[src/rtl/ddr2_btm_traffic_gen.sv]
// DDR2 bottom-side traffic generator: writes a known pattern to NUM_WORDS
// local words, reads them back, and reports pass/fail/timeout with
// miscompare statistics.
module ddr2_btm_traffic_gen #(
   parameter int NUM_WORDS = 256,
   parameter int TIMEOUT   = 4096
) (
   input  logic         clk,
   input  logic         reset,
   input  logic         start,
   input  logic         local_init_done,
   input  logic         local_ready,
   input  logic         local_rdata_valid,
   input  logic [127:0] local_rdata,
   output logic         local_write_req,
   output logic         local_read_req,
   output logic         local_burstbegin,
   output logic         local_size,
   output logic         local_autopch_req,
   output logic         local_cs_addr,
   output logic [12:0]  local_row_addr,
   output logic [1:0]   local_bank_addr,
   output logic [8:0]   local_col_addr,
   output logic [127:0] local_wdata,
   output logic [15:0]  local_be,
   output logic         busy,
   output logic         pass,
   output logic         fail,
   output logic         timeout,
   output logic [15:0]  err_count,
   output logic [22:0]  first_err_addr
);

   localparam logic [22:0] LAST_IDX = 23'(NUM_WORDS - 1);
   localparam logic [31:0] TO_LIM   = 32'(TIMEOUT);

   typedef enum logic [2:0] {IDLE, WAIT_INIT, WRITE, READ, DRAIN, DONE} state_t;

   state_t      state, state_nxt;
   logic [22:0] req_idx, rd_cnt, ld_idx;
   logic [31:0] idle_cnt;
   logic        rd_phase, resp, miscmp, idle_hit, last_req, ld_en, run_start;

   // Four copies of {idx ^ A5C3, idx} in the low 16 bits of the word index.
   function automatic logic [127:0] pattern(input logic [22:0] idx);
      return {4{idx[15:0] ^ 16'hA5C3, idx[15:0]}};
   endfunction

   assign local_size        = 1'b1;
   assign local_autopch_req = 1'b0;
   assign local_cs_addr     = 1'b0;
   assign local_be          = '1;

   // State register.
   always_ff @(posedge clk or posedge reset) begin
      if (reset) state <= IDLE;
      else       state <= state_nxt;
   end

   // Next state plus the request-register load strobe and the index to load.
   always_comb begin
      state_nxt = state;
      ld_en     = 1'b0;
      ld_idx    = req_idx;
      run_start = 1'b0;
      rd_phase  = (state == READ) || (state == DRAIN);
      resp      = rd_phase && local_rdata_valid;
      miscmp    = resp && (local_rdata != pattern(rd_cnt));
      idle_hit  = rd_phase && !local_rdata_valid && (idle_cnt + 32'd1 == TO_LIM);
      last_req  = (req_idx == LAST_IDX);
      case (state)
         IDLE, DONE: if (start) begin
            state_nxt = WAIT_INIT;
            run_start = 1'b1;
         end
         WAIT_INIT: if (local_init_done) state_nxt = WRITE;
         WRITE: begin
            // First WRITE cycle loads word 0; after that each acceptance loads
            // the next word, and the last one loads read address 0 directly.
            if (!local_write_req) begin
               ld_en = 1'b1;
            end else if (local_ready) begin
               ld_en  = 1'b1;
               ld_idx = last_req ? '0 : req_idx + 23'd1;
               if (last_req) state_nxt = READ;
            end
         end
         READ: begin
            if (local_ready && !last_req) begin
               ld_en  = 1'b1;
               ld_idx = req_idx + 23'd1;
            end
            if (idle_hit)                     state_nxt = DONE;
            else if (local_ready && last_req) state_nxt = DRAIN;
         end
         DRAIN: if (idle_hit || (resp && rd_cnt == LAST_IDX)) state_nxt = DONE;
         default: state_nxt = IDLE;
      endcase
   end

   // Registered request outputs, response checking and run status.
   always_ff @(posedge clk or posedge reset) begin
      if (reset) begin
         local_write_req  <= 1'b0;
         local_read_req   <= 1'b0;
         local_burstbegin <= 1'b0;
         local_row_addr   <= '0;
         local_bank_addr  <= '0;
         local_col_addr   <= '0;
         local_wdata      <= '0;
         req_idx          <= '0;
         rd_cnt           <= '0;
         idle_cnt         <= '0;
         busy             <= 1'b0;
         pass             <= 1'b0;
         fail             <= 1'b0;
         timeout          <= 1'b0;
         err_count        <= '0;
         first_err_addr   <= '0;
      end else begin
         if (ld_en) begin
            local_row_addr  <= {1'b0, ld_idx[22:11]};
            local_bank_addr <= ld_idx[10:9];
            local_col_addr  <= ld_idx[8:0];
            local_wdata     <= pattern(ld_idx);
         end
         case (state)
            WRITE: begin
               if (!local_write_req) begin
                  local_write_req  <= 1'b1;
                  local_burstbegin <= 1'b1;
               end else if (local_ready) begin
                  req_idx <= ld_idx;
                  if (last_req) begin
                     local_write_req <= 1'b0;
                     local_read_req  <= 1'b1;
                  end
               end
            end
            READ: begin
               if (local_ready) begin
                  if (last_req) begin
                     local_read_req   <= 1'b0;
                     local_burstbegin <= 1'b0;
                  end else begin
                     req_idx <= ld_idx;
                  end
               end
            end
            default: ;
         endcase
         if (run_start) begin
            req_idx        <= '0;
            rd_cnt         <= '0;
            idle_cnt       <= '0;
            busy           <= 1'b1;
            pass           <= 1'b0;
            fail           <= 1'b0;
            timeout        <= 1'b0;
            err_count      <= '0;
            first_err_addr <= '0;
         end
         if (rd_phase) begin
            if (resp) begin
               rd_cnt   <= rd_cnt + 23'd1;
               idle_cnt <= '0;
               if (miscmp) begin
                  if (err_count != 16'hFFFF) err_count <= err_count + 16'd1;
                  if (err_count == 16'd0)    first_err_addr <= rd_cnt;
               end
            end else begin
               idle_cnt <= idle_cnt + 32'd1;
            end
         end
         // Entering DONE: drop any pending request (timeout in READ) and
         // settle the verdict, including a miscompare on the final word.
         if (state_nxt == DONE && state != DONE) begin
            busy             <= 1'b0;
            local_read_req   <= 1'b0;
            local_burstbegin <= 1'b0;
            if (idle_hit) begin
               timeout <= 1'b1;
               fail    <= 1'b1;
            end else if (err_count == 16'd0 && !miscmp) begin
               pass <= 1'b1;
            end else begin
               fail <= 1'b1;
            end
         end
      end
   end

endmodule

[config.mk]
export PLATFORM = sky130hd
export DESIGN_NAME = ddr2_btm_traffic_gen
export DESIGN_NICKNAME = d
export VERILOG_FILES = /design/src/rtl/ddr2_btm_traffic_gen.sv
export SDC_FILE = /design/constraint.sdc
export NUM_CORES = 1
export LEC_CHECK = 0
export CAP_MARGIN = 25
export CORE_MARGIN = 5
export CORE_UTILIZATION = 40
export CTS_BUF_LIST = sky130_fd_sc_hd__clkbuf_2 sky130_fd_sc_hd__clkbuf_4 sky130_fd_sc_hd__clkbuf_8
export DETAILED_ROUTE_END_ITERATION = 6
export GPL_TIMING_DRIVEN = 0
export HOLD_SLACK_MARGIN = 0.08
export PLACE_DENSITY_LB_ADDON = 0.3
export SYNTH_ARGS = -nofsm -noshare
export SYNTH_HDL_FRONTEND = slang
export SYNTH_SLANG_ARGS = --single-unit
[constraint.sdc]
create_clock -name clk -period 13.18 [get_ports clk]
set_input_delay 2.636 -clock clk [delete_from_list [all_inputs] [get_ports clk]]
set_output_delay 2.636 -clock clk [all_outputs]
set_load 0.02 [all_outputs]
==> results of run 1 <==
## layout by cell type, fill, tap and decap left out, types with 48 or more instances in the layout
master           count
buf_4              143
clkbuf_1            65
clkdlybuf4s50_1    329
dfrtp_1            158
mux2i_1             54
nand2_1            137
nand3_1             62
nor2_1              67
nor3_1              48
o21ai_0             94
## Yosys cell counts, types with 14 or more instances
master,instances
nor2_1,67
o21ai_0,94
a21oi_1,26
mux2i_1,54
buf_4,143
clkbuf_1,65
inv_1,43
xnor2_1,32
nor4_1,32
and3_1,26
nand4_1,28
nand2_1,137
dfrtp_1,158
or3_1,14
xor2_1,19
nand3_1,62
nand2b_1,14
o31ai_1,17
nor3_1,48
## layer usage
layer  track usage  wire [um]  vias up
met1         0.283      14700     5077
met4        0.0737        924        0
met2         0.350      16500      439
li1              -          -     5278
met5             0          0        -
met3        0.0435       2540       63
## power by group through the flow
stage / sequential (uW) / combinational, uW / clock (uW)
final: 568 / 652 / 408
after global routing: 576 / 708 / 431
after CTS: 568 / 652 / 414
after detailed placement: 577 / 649 / 0
after global placement: 576 / 640 / 0
after floorplan: 597 / 359 / 0
## through the flow
step / hold WS [ps] / cell area [um^2] / power [uW] / utilization / worst slack (ps)
floorplan: 457 / 11000 / 956 / - / 6280
global placement: 462 / 14800 / 1220 / 0.546 / 3980
detailed placement: 474 / 14800 / 1230 / 0.548 / 7560
CTS: 496 / 15200 / 1630 / 0.564 / 8070
global route: 522 / 15200 / 1720 / 0.564 / 7870
finish: 493 / 15200 / 1630 / 0.564 / 8030
## final cells by class
type / instances / area [um^2] / area share
clock inverters: 14 / 190 / 0.0125
well taps: 341 / 427 / 0.0280
plain buffers: 227 / 1430 / 0.0937
clock buffers: 18 / 248 / 0.0162
flip-flops and latches: 158 / 3950 / 0.259
multi-input cells: 896 / 5500 / 0.361
repair buffers: 331 / 3330 / 0.218
inverters: 43 / 169 / 0.0111
## flip-flops by register name (all words and copies together), names as in the netlist, 3 cells and up
register and count:
req_idx 23, local_col_addr 8, local_row_addr 7, first_err_addr 23, idle_cnt 32, local_wdata 15, state 3, err_count 16
rd_cnt 23
## critical path: cells and delay by family
family | cells | cell delay [ps]
simple gates | 3 | 1490
compound gates | 4 | 560
buf+inv | 3 | 850
## kinds of logic (layout without fill, tap and decap cells)
logic type                 Yosys count  count (layout)  share of synthesized area
AOI/OAI and AO/OA                  255             255                      0.150
xor gates and xnor gates            51              51                     0.0407
adders and majority gates            6               6                    0.00684
buffers and inverters              270             633                      0.145
DFF                                158             158                      0.360
muxes                               58              58                     0.0533
other                                2              20                   0.000684
and+or+nand+nor                    506             506                      0.244
## path summary, 6_finish.rpt
kind                                 from            end  slack (ps)  cells past startpoint
max in group asynchronous           reset     rd_cnt[20]        9740                      3
hold reg to reg                   timeout        timeout         490                      1
setup / recovery           local_rdata[2]  err_count[12]        8030                     10
setup reg to reg                 state[1]           fail        9730                      8
min in group asynchronous           reset    idle_cnt[7]        2590                      2
hold / removal                    timeout        timeout         490                      1
==> results, run 1 <==
- The CTS clock-pin slew for the worst setup and hold paths is 100 ps.
- STA puts the critical path data required time at 13550 ps.
- After synthesis, the cell types taking the most area are dfrtp_1, buf_4, mux2i_1.
- The switching power summed over all nets is 645 uW.
- The global-route total usage across every layer is 0.214.
- The buffer type at the clock tree root is clkbuf_8.
- The net count of the finished layout is 1814.
- Internal power comes to 983 uW.
- The total count of hold-check failures in the final report is 0.
- The sum of routed wire length over all layers is 34.7 mm.
- STA classifies the critical path endpoint as a register.
- Entering global routing, the biggest net connects 95 pins.
- Setup repair after global routing left no endpoint under its margin.
- For this run, design rule violations remaining after detail routing come to 0.
- Synthesis produced 1306 cells.
- After clock tree synthesis, the setup repair step added 0 buffers.
- The die is 176 um tall.
- The worst-path cell with the longest stage delay is or4_4.
- The portion of the post-synthesis area used by sequential elements is 0.360.
- In the final layout, the share of cells above drive strength 1 is 0.127.
- The later pin in the worst-skew pair is clocked with a latency of 480 ps.
- The detail-routed net length per standard cell is 17.1 um.
- The synthesized area is 11000 um^2.
- The number of non-filler instances in the completed layout is 2028.
- The antenna diode instance count is 0.
- Row generation in the floorplan step produced 60 rows.
- The synthesized design contains 158 register bits.
- Yosys mapped a number of flops with a built-in enable equal to 0.
- The initial utilization of the core area, before any placement, comes to 0.406.
- The critical path goes through clkdlybuf4s50_1, or4_1, o22ai_1, o2111ai_1, or4_4, nor4_4, buf_6, buf_4, a211oi_1, a31o_2.
- The logic gate share of total power is 0.401.
- The final-report setup violation count is 0.
- The detailed-placement wirelength estimate is 27.1 mm.
- The share of total power in sequential cells is 0.349.
- The critical path start-end classification is input port to register.
- The number of top-level pins is 351.
- The layout filler cell count is 2479.
- The die footprint is 30900 um^2.
- The measured slew at the worst slew-check pin is 876 ps.
- The headroom to the max-slew limit is 0.411.
- The count of pins over their slew limit is 0.
- The arrival time of data at the critical path endpoint is 5520 ps.
- The clock drives 158 sinks.
- After clock tree synthesis, the repair step resized 0 gates.
- The initial antenna violation count is 0.
- TritonCTS created 17 clock buffers.
- At the end of routability-driven placement, the weighted congestion stood at 0.914.
- Across the run, the number of max-cap violations was 0.
- Counting distinct cell types in the post-synthesis netlist gives 77.
- The count of nets left with antenna violations after detail routing is 0.
- Of all flip-flops after synthesis, the portion carrying an async set or reset was 1.00.
- The first TritonRoute pass finished after 6 iterations.
- The DRC marker count from the first detailed-route iteration is 702.
- The largest fanout of any net on the critical path is 10.
- The worst setup path is launched from an input port.
- Across all layers, the routed design uses 10857 vias.
- The synthesized design spends more area on one cell type than any other, namely dfrtp_1.
- In this run the mean area of a mapped cell was 8.41 um^2.
- The share of total power dissipated in the clock network is 0.250.
- The number of warnings issued by yosys is 0.
- For this run, the slowest stage of the critical path takes 560 ps.
- Once placement completed, the tool counted placed cells totaling 1996.
- Among all flip-flop cells after synthesis, the most frequent one is dfrtp_1.
- The kind of path behind the tightest hold check is register to register.
- The via count of the first global-routing pass is 10021.
- Input and output buffers added on the ports amount to 329.
- Buffers inserted to repair hold after CTS numbered 0.
- For this run, the top clock speed supported by timing is 194 MHz.
- The total global routing overflow is 0.
- Across the VDD grid, the largest voltage drop is 73.2 uV.
- Using the TritonRoute via totals, the vias-per-cell ratio works out to 5.35.
- TritonCTS built the clock tree.
- Of the total power, the share spent switching nets is 0.396.
- The die span in x is 176 um.
- The maximum clock path buffer count is 2.
- Power spread over the standard cell area amounts to 107 nW/um^2.
- The shortest period the worst path allows is 5150 ps.
- The wire length of the first global-routing pass is 53.8 mm.
- Clock skew on the completed layout was measured at 17.0 ps.
- The final worst-path cycle share is 0.391.
- The leakage power is 0.00621 uW.
- In this run the number of H-tree levels came out at 4.
- The flow ran to the end, and the final reports show no timing, DRC or antenna violations.
- Of the post-synthesis cell area, the dominant cell type holds 0.360.
- The final setup TNS is 0 ps.
- The region available for standard cell placement spans 27000 um^2.
- The synthesis-to-layout area growth is 38.8%.
Note: power is estimated with default switching activity, not from simulation.
==> inputs of run 2 (changes only) <==
- clock period: 13.18 -> 4.6 ns (I/O delays scaled with it)
==> results, run 2 (synthesis results as in run 1) <==
- The total count of hold-check failures in the final report is 0 (unchanged).
- The number of stages on the worst hold path is 2 (was 1).
- The kind of path behind the tightest hold check was register to register (unchanged).
- The maximum single-stage delay on the critical path is 720 ps (was 560 ps).
- The via count of the first global-routing pass came to 10062 (was 10021).
- The post-placement cell count is 1999 (was 1996).
- The critical path launch point type was a register (was input port).
- The arrival time of data at the critical path endpoint came to 3890 ps (was 5520 ps).
- The logic gate share of total power is 0.409 (was 0.401).
- The die footprint is 30900 um^2 (unchanged).
- The DRC marker count from the first detailed-route iteration was 900 (was 702).
- The share of total power in sequential cells was 0.357 (was 0.349).
- The count of pins over their slew limit is 0 (unchanged).
- The switching power summed over all nets was 1780 uW (was 645 uW).
- The initial standard-cell utilization of the core is 0.406 (unchanged).
- The TritonCTS sink count is 158 (unchanged).
- The kind of end point of the critical path is a register (unchanged).
- The beginning of the worst hold path is local_row_addr[10] (was timeout).
- The total global routing overflow was 0 (unchanged).
- The detail-routed net length per standard cell is 17.0 um (was 17.1 um).
- The number of non-filler instances in the completed layout came to 2029 (was 2028).
- The H-tree depth came to 4 (unchanged).
- The worst setup slack after placement is 648 ps (was 7560 ps).
- The number of setup buffers added after CTS is 0 (unchanged).
- The peak ir drop on the vdd network is 204 uV (was 73.2 uV).
- The initial antenna violation count is 0 (unchanged).
- The slack of the worst reg-to-reg path was 1070 ps (was 9730 ps).
- The number of top-level pins is 351 (unchanged).
- The total of cells resized after clock tree synthesis is 0 (unchanged).
- The total of max-cap violations came to 0 (unchanged).
- The buffer type at the clock tree root is clkbuf_8 (unchanged).
- The global-route total usage across every layer is 0.213 (was 0.214).
- The number of cell instances on the worst register-to-register path is 8 (unchanged).
- The vertical die dimension was 176 um (unchanged).
- Top library cells by usage in the layout, fill and taps aside: clkdlybuf4s50_1, dfrtp_1, buf_4 (unchanged).
- The detailed-placement wirelength estimate came to 27.2 mm (was 27.1 mm).
- The leakage power is 0.00620 uW (was 0.00621 uW).
- The largest fanout of any net on the critical path is 10 (unchanged).
- The internal power contribution is 2790 uW (was 983 uW).
- The source of the worst register-to-register timing path was state[1] (unchanged).
- The detailed-router iteration count before antenna repair came to 6 (unchanged).
- The final layout net count is 1817 (was 1814).
- The CTS clock-pin slew for the worst setup and hold paths is 80 ps (was 100 ps).
- The number of I/O port buffers came to 329 (unchanged).
- The hold-fix buffer count after cts was 0 (unchanged).
- The detailed-route DRC error count is 0 (unchanged).
- The via count normalized by instance count is 5.34 (was 5.35).
- The register with the most flip-flops is idle_cnt (unchanged).
- The worst-path cell with the longest stage delay is a21oi_1 (was or4_4).
- The final RePlAce weighted congestion is 0.908 (was 0.914).
- The CTS tree is done (unchanged).
- The critical path start-end classification is register to register (was input port to register).
- For this run, the top clock speed supported by timing is 283 MHz.
- The sum of routed wire length over all layers is 34.6 mm (was 34.7 mm).
- The final setup TNS came to 0 ps (unchanged).
- The measured slew at the worst slew-check pin is 935 ps (was 876 ps).
- The flip-flop count of the largest register, all copies and words added is 32 (unchanged).
- The part of the power in the clock network is 0.234 (was 0.250).
- The clock latency at the later pin of the worst-skew pair is 460 ps (was 480 ps).
- The terminus of the critical flop-to-flop path is local_read_req (was fail).
- The maximum clock path buffer count is 2 (unchanged).
- The worst setup slack after layout is 1070 ps (was 8030 ps).
- The critical path data required time was 4960 ps (was 13550 ps).
- The count of vias placed by the detailed router is 10833 (was 10857).
- The placeable core region is 27000 um^2 (unchanged).
- The pin count of the biggest net entering global routing came to 40 (was 95).
- The number of placement rows is 60 (unchanged).
- The synthesis-to-layout area growth was 38.9% (was 38.8%).
- The switching share of total power came to 0.389 (was 0.396).
- The wire length of the first global-routing pass is 53.7 mm (was 53.8 mm).
- The count of nets left with antenna violations after detail routing is 0 (unchanged).
- Run status: finished clean (unchanged).
- The endpoint of the worst hold-timing path is local_row_addr[10] (was timeout).
- Unrepaired setup endpoints after global routing: no (unchanged).
- The die span in x is 176 um (unchanged).
- The clock tree skew after final layout was 11.4 ps (was 17.0 ps).
- The most common cell after layout, fill and taps aside is clkdlybuf4s50_1 (unchanged).
- The fraction of layout cells with a size suffix above 1 is 0.127 (about the same).
- The antenna diode instance count came to 0 (unchanged).
- The number of buffers created by CTS is 17 (unchanged).
- Ordered list of cells on the worst path: clkbuf_1, nand3b_1, a21oi_1, nand3_1, a2111o_1, a2111oi_0, a41oi_1, and2_1 (was clkdlybuf4s50_1, or4_1, o22ai_1, o2111ai_1, or4_4, nor4_4, buf_6, buf_4, a211oi_1, a31o_2).
- The headroom to the max-slew limit came to 0.372 (was 0.411).
- The final worst-path cycle share is 0.768.
- The clock period could shrink to 3530 ps.
- The final-report setup violation count came to 0 (unchanged).
- The power per standard cell area is 299 nW/um^2 (was 107 nW/um^2).
## run 2: cell types whose count changed in the layout (fill, tap and decap cells not counted), sizes merged
cell | before | now
clkinvlp | 1 | 4
clkinv | 1 | 5
inv | 52 | 42
buf | 162 | 165
clkbuf | 85 | 86
## run 2: how the worst max path moves through the flow
stage	depth (start not counted)	slack, ps	endpoint	startpoint
4_1_cts	10	1140	err_count[7]	local_rdata[57]
6_report	8	1070	local_read_req	state[1]
3_5_place_dp	10	650	err_count[7]	local_rdata[57]
2_1_floorplan	8	1380	err_count[15]	local_rdata[2]
5_1_grt	10	940	err_count[12]	local_rdata[14]
3_3_place_gp	2	240	err_count[7]	reset
## run 2: critical path: cells and delay by family (launching register included)
family	cells	cell delay (ps)
and+or+nand+nor	3	780
AOI/OAI and AO/OA	4	1970
DFF	1	360
buffers and inverters	1	310
## run 2: final cells by class
class	count	area (um^2)
clock buffers	19	249
plain buffers	227	1430
inverters	43	165
clock inverters	11	145
well taps	341	427
flip-flops and latches	158	3950
fillers	2433	11800
multi-input cells	896	5500
repair buffers	334	3380
## run 2: power by group through the flow
stage               Clock [uW]  Sequential (uW)  Combinational [uW]
global placement             0             1650                1830
detailed placement           0             1660                1860
finish                    1070             1630                1870
CTS                       1090             1630                1870
global route              1140             1650                2030
floorplan                    0             1710                1030
## run 2: metal layers
layer,part of all wire,up-vias,track usage
met1,0.42,5070,0.279
met5,0,-,0
li1,-,5273,-
met3,0.071,59,0.0446
met4,0.024,0,0.0624
met2,0.49,431,0.356
## run 2: per-stage QoR
step / util / total power (uW) / instance area, um^2 / hold WS (ps)
final: 0.564 / 4570 / 15300 / 493
after global routing: 0.564 / 4820 / 15300 / 521
after CTS: 0.564 / 4580 / 15300 / 496
after detailed placement: 0.550 / 3510 / 14900 / 477
after global placement: 0.547 / 3480 / 14800 / 462
after floorplan: - / 2740 / 11100 / 457
==> inputs of run 3 (changes only) <==
- clock period: 4.6 -> 3.4 ns (I/O delays scaled with it)
==> results, run 3 (synthesis results as in run 1) <==
- The sum of routed wire length over all layers was 34.6 mm (about the same).
- The H-tree depth was 4 (unchanged).
- The detail-routed net length per standard cell was 17.1 um (was 17.0 um).
- The arrival time of data at the critical path endpoint is 3750 ps (was 3890 ps).
- The antenna diode instance count came to 0 (unchanged).
- The synthesis-to-layout area growth is 39.1% (was 38.9%).
- The critical path data required time is 3760 ps (was 4960 ps).
- The endpoint of the worst hold-timing path is local_row_addr[10] (unchanged).
- The TritonCTS sink count is 158 (unchanged).
- The die span in x is 176 um (unchanged).
- The total power came to 6190 uW (was 4570 uW).
- The buffer and inverter count on the worst path is 2 (was 1).
- The via count normalized by instance count is 5.35 (was 5.34).
- The worst-path cell with the longest stage delay is nor4_2 (was a21oi_1).
- The final RePlAce weighted congestion is 0.908 (unchanged).
- The number of cell instances on the worst register-to-register path is 9 (was 8).
- The wire length of the first global-routing pass is 53.7 mm (unchanged).
- The fmax is 295 MHz (was 283 MHz).
- The final worst-path cycle share came to 0.997 (was 0.768).
- The detailed-placement wirelength estimate is 27.2 mm (unchanged).
- The die footprint came to 30900 um^2 (unchanged).
- The beginning of the worst hold path is local_row_addr[10] (unchanged).
- The CTS tree is done (unchanged).
- Ordered list of cells on the worst path: buf_2, nand4_1, clkbuf_1, nor4_2, nand2_1, a2111o_1, a2111oi_0, a41oi_1, and2_1 (was clkbuf_1, nand3b_1, a21oi_1, nand3_1, a2111o_1, a2111oi_0, a41oi_1, and2_1).
- The shortest period the worst path allows is 3390 ps (was 3530 ps).
- The total of max-cap violations came to 0 (unchanged).
- Run status: finished clean (unchanged).
- The layout filler cell count is 2433 (unchanged).
- The via count of the first global-routing pass is 10062 (unchanged).
- The final setup TNS is 0 ps (unchanged).
- The global-route total usage across every layer is 0.213 (unchanged).
- The count of nets left with antenna violations after detail routing is 0 (unchanged).
- The count of pins over their slew limit came to 0 (unchanged).
- The kind of path behind the tightest hold check was register to register (unchanged).
- The total global routing overflow is 0 (unchanged).
- The vertical die dimension is 176 um (unchanged).
- The pin count of the biggest net entering global routing was 40 (unchanged).
- The CTS clock-pin slew for the worst setup and hold paths is 90 ps (was 80 ps).
- The final core utilization is 0.565 (was 0.564).
- The number of stages on the worst hold path was 2 (unchanged).
- The cell family with the largest share of critical-path delay is compound AO/OA/AOI/OAI gates (unchanged).
- The kind of end point of the critical path is a register (unchanged).
- The critical path launch point type is a register (unchanged).
- The number of I/O port buffers is 329 (unchanged).
- The slack of the worst reg-to-reg path is 9 ps (was 1070 ps).
- The source of the worst register-to-register timing path is idle_cnt[4] (was state[1]).
- The final-report setup violation count came to 0 (unchanged).
- The clock tree skew after final layout was 12.8 ps (was 11.4 ps).
- The leakage power came to 0.00621 uW (was 0.00620 uW).
- The number of placement rows is 60 (unchanged).
- The initial antenna violation count came to 0 (unchanged).
- The number of buffers created by CTS came to 17 (unchanged).
- The total of cells resized after clock tree synthesis was 0 (unchanged).
- The largest fanout of any net on the critical path came to 10 (unchanged).
- The number of top-level pins is 351 (unchanged).
- The final layout net count is 1817 (unchanged).
- The total count of hold-check failures in the final report is 0 (unchanged).
- The placeable core region was 27000 um^2 (unchanged).
- The power per standard cell area is 405 nW/um^2 (was 299 nW/um^2).
- The peak ir drop on the vdd network came to 296 uV (was 204 uV).
- The DRC marker count from the first detailed-route iteration is 956 (was 900).
- The initial standard-cell utilization of the core is 0.406 (unchanged).
- The clock latency at the later pin of the worst-skew pair is 460 ps (about the same).
- The flip-flop count of the largest register, all copies and words added is 32 (unchanged).
- The measured slew at the worst slew-check pin is 948 ps (was 935 ps).
- The number of setup buffers added after CTS is 0 (unchanged).
- The count of vias placed by the detailed router came to 10862 (was 10833).
- Top library cells by usage in the layout, fill and taps aside: clkdlybuf4s50_1, dfrtp_1, buf_4 (unchanged).
- The register with the most flip-flops was idle_cnt (unchanged).
- The hold-fix buffer count after cts is 0 (unchanged).
- Unrepaired setup endpoints after global routing: no (unchanged).
- The fraction of layout cells with a size suffix above 1 is 0.130 (was 0.127).
- The maximum single-stage delay on the critical path is 610 ps (was 720 ps).
- The detailed-route DRC error count came to 0 (unchanged).
- The critical path start-end classification was register to register (unchanged).
- The detailed-router iteration count before antenna repair is 5 (was 6).
- The buffer type at the clock tree root is clkbuf_8 (unchanged).
- The headroom to the max-slew limit is 0.363 (was 0.372).
- The terminus of the critical flop-to-flop path is local_read_req (unchanged).
- The most common cell after layout, fill and taps aside was clkdlybuf4s50_1 (unchanged).
- The maximum clock path buffer count came to 2 (unchanged).
## run 3: cell counts in the layout (fill, tap and decap cells not counted)
Identical to the previous run, type by type.
## run 3: power by group
group	internal, uW	switching [uW]
Clock	731	712
Sequential	2040	165
Combinational	1000	1540
Total	3770	2410
## run 3: tightest hold or removal path, stage by stage (launching register included)
cell and delay [ps]:
dfrtp_1 350, nand2_1 50, o21ai_0 60
## run 3: layout make-up
type	count	area, um^2	area share
multi-input combinational	896	5520	0.362
clock inverter	11	145	0.00951
clock buffer	19	249	0.0163
sequential	158	3950	0.259
buffer	227	1430	0.0937
timing repair buffer	334	3380	0.221
tap	341	427	0.0279
inverter	43	165	0.0108
## run 3: how the worst max path moves through the flow
stage                               start        endpoint  cells past startpoint
after global routing          idle_cnt[4]  local_read_req                      9
after CTS                     idle_cnt[4]            fail                      9
after detailed placement  local_rdata[57]    err_count[7]                     10
after global placement              reset    err_count[7]                      2
after floorplan            local_rdata[2]   err_count[15]                      8
final                         idle_cnt[4]  local_read_req                      9
## run 3: metal layers
layer	part of all wire	vias up	track usage	wire, um
li1	-	5279	-	-
met4	0.024	0	0.0624	822
met5	0	-	0	0
met3	0.069	55	0.0446	2380
met1	0.42	5114	0.279	14600
met2	0.49	414	0.356	16800
## run 3: per-stage QoR
step	cells	cell area (um^2)	hold WS, ps	setup slack (ps)
after floorplan	1324	11100	457	420
after global placement	1994	14800	462	-717
after detailed placement	1999	14900	477	-312
after CTS	2029	15300	496	78.5
after global routing	2029	15300	521	0.349
final	2029	15300	493	9.33
